$ cat src/rtl/vecmat_sched.sv
// Sequencing controller for the vecmat_mul datapath: loads a Q vector, streams K rows,
// and tags each datapath product with a valid strobe and row index.
module vecmat_sched #(
    parameter int unsigned NUM_WORDS = 32,
    parameter int unsigned AWIDTH    = 5,
    parameter int unsigned MEM_LAT   = 1,
    parameter int unsigned MUL_LAT   = 2
) (
    input  logic              clk,
    input  logic              reset,
    input  logic              start,
    input  logic [AWIDTH:0]   num_rows,
    input  logic [AWIDTH-1:0] q_base,
    input  logic              pause,
    output logic              q_rd_en,
    output logic [AWIDTH-1:0] q_rd_addr,
    output logic              q_load,
    output logic              k_rd_en,
    output logic [AWIDTH-1:0] k_rd_addr,
    output logic              out_valid,
    output logic [AWIDTH-1:0] out_idx,
    output logic              busy,
    output logic              done
);

    localparam int unsigned     PIPE     = MEM_LAT + MUL_LAT;
    localparam logic [AWIDTH:0] MAX_ROWS = (AWIDTH + 1)'(NUM_WORDS);
    localparam logic [AWIDTH:0] ONE      = (AWIDTH + 1)'(1);

    typedef enum logic [2:0] {
        StIdle,
        StQrd,
        StQld,
        StIssue,
        StDrain,
        StDone
    } state_t;

    state_t            r_state;
    state_t            w_state_nxt;
    logic [AWIDTH:0]   r_rows;
    logic [AWIDTH:0]   r_cnt;
    logic [AWIDTH-1:0] r_qbase;
    logic [PIPE-1:0]   r_vld;
    logic [AWIDTH-1:0] r_idx [PIPE];
    logic [AWIDTH:0]   w_rows_clamped;
    logic              w_issue;
    logic              w_last;

    assign w_rows_clamped = (num_rows > MAX_ROWS) ? MAX_ROWS : num_rows;
    assign w_issue        = (r_state == StIssue) && !pause;
    assign w_last         = w_issue && (r_cnt == (r_rows - ONE));

    always_ff @(posedge clk) begin
        if (reset) begin
            r_state <= StIdle;
        end else begin
            r_state <= w_state_nxt;
        end
    end

    always_comb begin
        w_state_nxt = r_state;
        q_rd_en     = 1'b0;
        q_rd_addr   = '0;
        q_load      = 1'b0;
        k_rd_en     = 1'b0;
        k_rd_addr   = '0;
        busy        = 1'b1;
        done        = 1'b0;
        unique case (r_state)
            StIdle: begin
                busy = 1'b0;
                if (start) begin
                    w_state_nxt = (w_rows_clamped == '0) ? StDone : StQrd;
                end
            end
            StQrd: begin
                q_rd_en     = 1'b1;
                q_rd_addr   = r_qbase;
                w_state_nxt = StQld;
            end
            StQld: begin
                q_load      = 1'b1;
                w_state_nxt = StIssue;
            end
            StIssue: begin
                k_rd_en   = w_issue;
                k_rd_addr = w_issue ? r_cnt[AWIDTH-1:0] : '0;
                if (w_last) begin
                    w_state_nxt = StDrain;
                end
            end
            StDrain: begin
                if (r_vld == '0) begin
                    w_state_nxt = StDone;
                end
            end
            StDone: begin
                done        = 1'b1;
                w_state_nxt = StIdle;
            end
            default: begin
                w_state_nxt = StIdle;
            end
        endcase
    end

    // Tag pipeline mirrors the read + multiply latency and never stalls.
    always_ff @(posedge clk) begin
        if (reset) begin
            r_rows  <= '0;
            r_qbase <= '0;
            r_cnt   <= '0;
            r_vld   <= '0;
            for (int i = 0; i < PIPE; i++) begin
                r_idx[i] <= '0;
            end
        end else begin
            if ((r_state == StIdle) && start) begin
                r_rows  <= w_rows_clamped;
                r_qbase <= q_base;
            end
            if (r_state == StQld) begin
                r_cnt <= '0;
            end else if (w_issue) begin
                r_cnt <= r_cnt + ONE;
            end
            r_vld    <= {r_vld[PIPE-2:0], w_issue};
            r_idx[0] <= w_issue ? r_cnt[AWIDTH-1:0] : '0;
            for (int i = 1; i < PIPE; i++) begin
                r_idx[i] <= r_idx[i-1];
            end
        end
    end

    assign out_valid = r_vld[PIPE-1];
    assign out_idx   = r_idx[PIPE-1];

endmodule

$ cat config.mk
export PLATFORM = sky130hd
export DESIGN_NAME = vecmat_sched
export DESIGN_NICKNAME = d
export VERILOG_FILES = /design/src/rtl/vecmat_sched.sv
export SDC_FILE = /design/constraint.sdc
export NUM_CORES = 1
export LEC_CHECK = 0
export CAP_MARGIN = 20
export CORE_MARGIN = 2
export CORE_UTILIZATION = 45
export DETAILED_ROUTE_END_ITERATION = 7
export GPL_ROUTABILITY_DRIVEN = 0
export PLACE_DENSITY = 0.72
export SLEW_MARGIN = 20
export SYNTH_ARGS = -nofsm -noshare
export SYNTH_HDL_FRONTEND = slang
export SYNTH_SLANG_ARGS = --single-unit
$ cat constraint.sdc
create_clock -name clk -period 3.24 [get_ports clk]
set_input_delay 0.486 -clock clk [delete_from_list [all_inputs] [get_ports clk]]
set_output_delay 0.486 -clock clk [all_outputs]
set_load 0.02 [all_outputs]
== Word level (Yosys, flattened, before mapping) ==
Memory sizes are Yosys's and may differ from the RTL's.
Index checks and enable logic that the tools add are counted.
Storage, ports and cells
  memories: 1
  ROM bits: 0
  flip-flop bits (word level): 23
  bits in writable memories: 15
  logic and storage cells: 50
  latch bits: 0
Operators by class
  reduce and logical (&&, ||, !) cells: 9
  add/sub/neg operators: 2
  div/mod/pow operators: 0
  bitwise operators: 3
  muxes and demuxes: 20
  shift operators: 0
  magnitude comparators: 1
  multiply operators: 0
  equal/unequal tests: 9
Memories
  r_idx: depth 3, bits a word 5, read ports 3, clocked after Yosys merged registers in 0, wr ports 3, RTL line 45  | logic [AWIDTH-1:0] r_idx [PIPE];
Operator list (number)
  5-bit two-way mux: 6
  3-bit case mux with 5 select lines: 1
  3-bit two-way mux: 4
  1-bit two-way mux: 8
  6-bit by 1-bit adder with 6-bit output (second input constant): 1
  3-bit by 2-bit == test with 1-bit output (second input constant): 2
  3-bit == test (second input constant): 2
  6-bit == test: 1
  6-bit > comparator (second input constant): 1
  3-bit zero test: 2
  6-bit zero test: 1
  6-bit two-way mux: 1
  2-bit inequality test (second input constant): 3
  6-bit by 1-bit subtractor with 6-bit output (second input constant): 1
  3-bit by 1-bit == test with 1-bit output (second input constant): 1
  1-bit logical AND: 3
  1-bit bitwise OR: 3
  3-bit AND reduction: 1
  2-bit OR reduction: 1
  1-bit zero test: 1

== Longest topological paths before layout ==
  depth after elaboration: 6
  depth in mapped cells: 7

== Least setup slack after synthesis ==
No wires, ideal clock.
  kind: register to output
  start: reg r_state[0]
  end: out q_rd_addr[0]
  path slack: 1209 ps
  cell stages (with the launch flop): 4
  data arrival time: 1545 ps
  cell sequence: dfxtp_1 > buf_2 > nor3b_1 > and2_1
Between the ends
  word-level cells in the longest chain between the ends: 2
Ends and longest elaborated chain
  from (decl): RTL line 39  | state_t r_state;
  from (signal assigned): RTL line 56  | r_state <= StIdle;
  from (signal assigned): RTL line 58  | r_state <= w_state_nxt;
  3-bit by 1-bit == test with 1-bit output: RTL line 71  | unique case (r_state)
  5-bit two-way mux: RTL line 71
  to (decl): RTL line 16  | output logic [AWIDTH-1:0] q_rd_addr,
Every way passes these cells.

== Worst setup path in the final report ==
  start: reg r_state[0]
  end: out q_rd_addr[4]
Same word-level chain as after synthesis.

==> results.json <==
{
  "outcome": "completed",
  "drt-pass1-iter-count": 4,
  "grt_max_degree": 17,
  "wl_per_cell_um": 11.9,
  "r2r-end": "r_state[0]$_SDFFE_PP0P_",
  "root_buffer": "clkbuf_4",
  "nets": 223,
  "layout-drive-gt1-share_pct": 7.73,
  "drt_iter0_drc": 46,
  "place_hpwl_mm": 2.24,
  "worst_slew_pin_slew_ps": 681,
  "numClockSinks": 38,
  "finClkSkew_ps": 2.58,
  "yosysTopAreaCell": "dfxtp_1",
  "hold_viol": 0,
  "hold_class": "reg2reg",
  "ys_seq_elements": 38,
  "synth_nets": 195,
  "whs_ps": 446,
  "crit_path_end_kind": "primary output",
  "synth_top_area_share_pct": 46.6,
  "areaGrowthSynthToFinish_pct": 24.2,
  "setup_viol_count_final": 0,
  "synth_cells": 178,
  "relSlewSlack_pct": 54.5,
  "grt_setup_unrepaired": "no",
  "min_from": "r_idx[0][5]$_SDFF_PP0_",
  "die_h_um": 64.2,
  "hold_buffers": 0,
  "power_leakage_nw": 0.769,
  "pre_cts_ws_ps": 589,
  "rrSetupSlack_ps": 1340,
  "ant_nets": 0,
  "grt_overflow": 0,
  "first_global_vias": 1164,
  "synth.area.top_cells": "dfxtp_1 47%, and2_1 5.0%, nand2_1 4.8%",
  "fin_ws_ps": 481,
  "drt_wl_total_mm": 3.00,
  "drcViolationCount": 0,
  "insertion_delay_ps": 340,
  "cts_setup_buffers": 0,
  "synth_area_per_cell_um2": 9.17,
  "grt_pass1_wl_mm": 5.24,
  "reg2reg_depth": 7,
  "cap_violations": 0,
  "yosysUniqueCellTypes": 35,
  "path_class": "reg2out",
  "setup_tns_ps": 0,
  "critical_path.startpoint_type": "register",
  "clk_pin_slew_ps": 100,
  "fin_crit_ps": 2760,
  "die_area_mm2": 0.00412,
  "routed-via-count": 1230,
  "antenna_found_initial": 0,
  "dp.cells": 245,
  "rows": 21,
  "cts_buffer_depth": 2,
  "critical_path_arrival_ps": 2270,
  "critPathMaxFanout": 10,
  "holdPathStages": 1,
  "place.port_buffers": 35,
  "postCtsResizedCells": 0,
  "cts_htree_levels": 2,
  "syn-cell-area_mm2": 0.00163,
  "coreArea_mm2": 0.00342,
  "required_ps": 2750,
  "max_freq_mhz": 363,
  "grt_use_total_pct": 16.2,
  "via_per_inst": 4.86,
  "power.density_mw_per_mm2": 605,
  "die_x_um": 64.2,
  "ys_seq_area_share_pct": 46.6,
  "stdcell_count": 253,
  "peakVddDrop_mv": 0.288,
  "numCtsBuffers": 5,
  "nFillCells": 297,
  "r2r_start": "r_rows[0]$_SDFFE_PP0P_",
  "cts_tree": "yes",
  "holdPathEnd": "r_idx[0][10]$_SDFF_PP0_",
  "power.total_mw": 1.23,
  "n_antenna_cell": 0,
  "start_util_pct": 47.8,
  "finish.instance_area_mm2": 0.00203,
  "final_util_pct": 59.3,
  "drv_slew": 0,
  "synth_warnings": 0,
  "fin_crit_sh_pct": 85.1,
  "dpl_cell_area_mm2": 0.00195,
  "io_pins": 36
}
critical path: stages (launching register included):
cell             delay (ps)
dfxtp_1                 480
nor3b_1                 610
and2_1                  230
clkdlybuf4s50_1         610
routing by layer:
metal,global-route usage (%),vias up,wire length (um)
met4,5.32,0,59
met1,20.3,556,1370
met2,25.7,29,1420
met5,0,-,0
li1,-,636,-
met3,5.99,9,153
registers in the layout, summed over array words and instances (netlist names):
| signal | count |
|---|---|
| r_idx | 15 |
| r_vld | 3 |
| r_rows | 6 |
| r_cnt | 6 |
| r_state | 3 |
| r_qbase | 5 |
where the power goes:
group          internal (mW)  switching [mW]  leakage (nW)
logic                  0.171           0.192         0.416
clock network          0.160           0.149        0.0450
registers              0.507          0.0497         0.308
cell usage after synthesis:
cell,count
dfxtp_1,38
nor3_1,5
or4b_1,1
nor2_1,10
or2_2,1
nor2b_1,12
o21ba_1,1
nand3_1,4
nand2_1,21
nand4_1,1
a221oi_2,1
and2_2,2
xor2_1,7
and3b_1,1
clkbuf_1,5
a41oi_1,1
and4bb_2,1
nand2b_1,2
buf_2,3
nor3b_1,2
and2_1,13
xnor2_1,6
buf_6,3
or3_1,2
a21o_1,1
mux2i_1,1
ha_1,2
or4_1,1
inv_1,2
o21a_1,1
o41ai_2,1
o21ai_0,1
a21oi_1,14
buf_4,5
nand3b_1,6
cells by family after synthesis:
kind of cell               share of synthesized area (%)
AOI/OAI and AO/OA                                   8.59
muxes                                              0.614
DFF                                                 46.6
adders and majority gates                           1.53
and+or+nand+nor                                     28.8
buffers and inverters                               6.90
xor gates and xnor gates                            6.98
final cells by class:
type / count / area (um2) / share of cell area, %
Clock inverter: 3 / 40.0 / 1.98
Inverter: 2 / 7.51 / 0.370
Clock buffer: 5 / 37.5 / 1.85
Sequential cell: 38 / 761 / 37.5
Tap cell: 46 / 57.6 / 2.84
Timing Repair Buffer: 37 / 365 / 18.0
Multi-Input combinational cell: 122 / 758 / 37.4
worst max-delay path by stage:
stage                                 start  slack, ps  cells after the start            to
global placement                      pause        600                      4  k_rd_addr[2]
global route        r_state[0]$_SDFFE_PP0P_        330                      3  q_rd_addr[4]
finish              r_state[0]$_SDFFE_PP0P_        480                      3  q_rd_addr[4]
detailed placement                    pause        590                      4  k_rd_addr[2]
floorplan           r_state[0]$_SDFFE_PP0P_       1210                      3  q_rd_addr[0]
CTS                 r_state[0]$_SDFFE_PP0P_        470                      3  q_rd_addr[4]
layout by cell type, fill, tap and decap left out, types with 2 or more instances in the layout:
master and instances:
xnor2_1 6, inv_1 2, nor2_1 10, nand2_1 21, nand3_1 4, and2_1 13
ha_1 2, buf_4 2, clkinv_2 2, clkdlybuf4s50_1 35, a21oi_1 14, nor3_1 5
nand2b_1 2, nor2b_1 12, nand3b_1 6, and2_2 2, clkbuf_4 5, nor3b_1 2
dfxtp_1 38, or3_1 2, xor2_1 7
No activity file was read; power rests on OpenSTA's default activity.
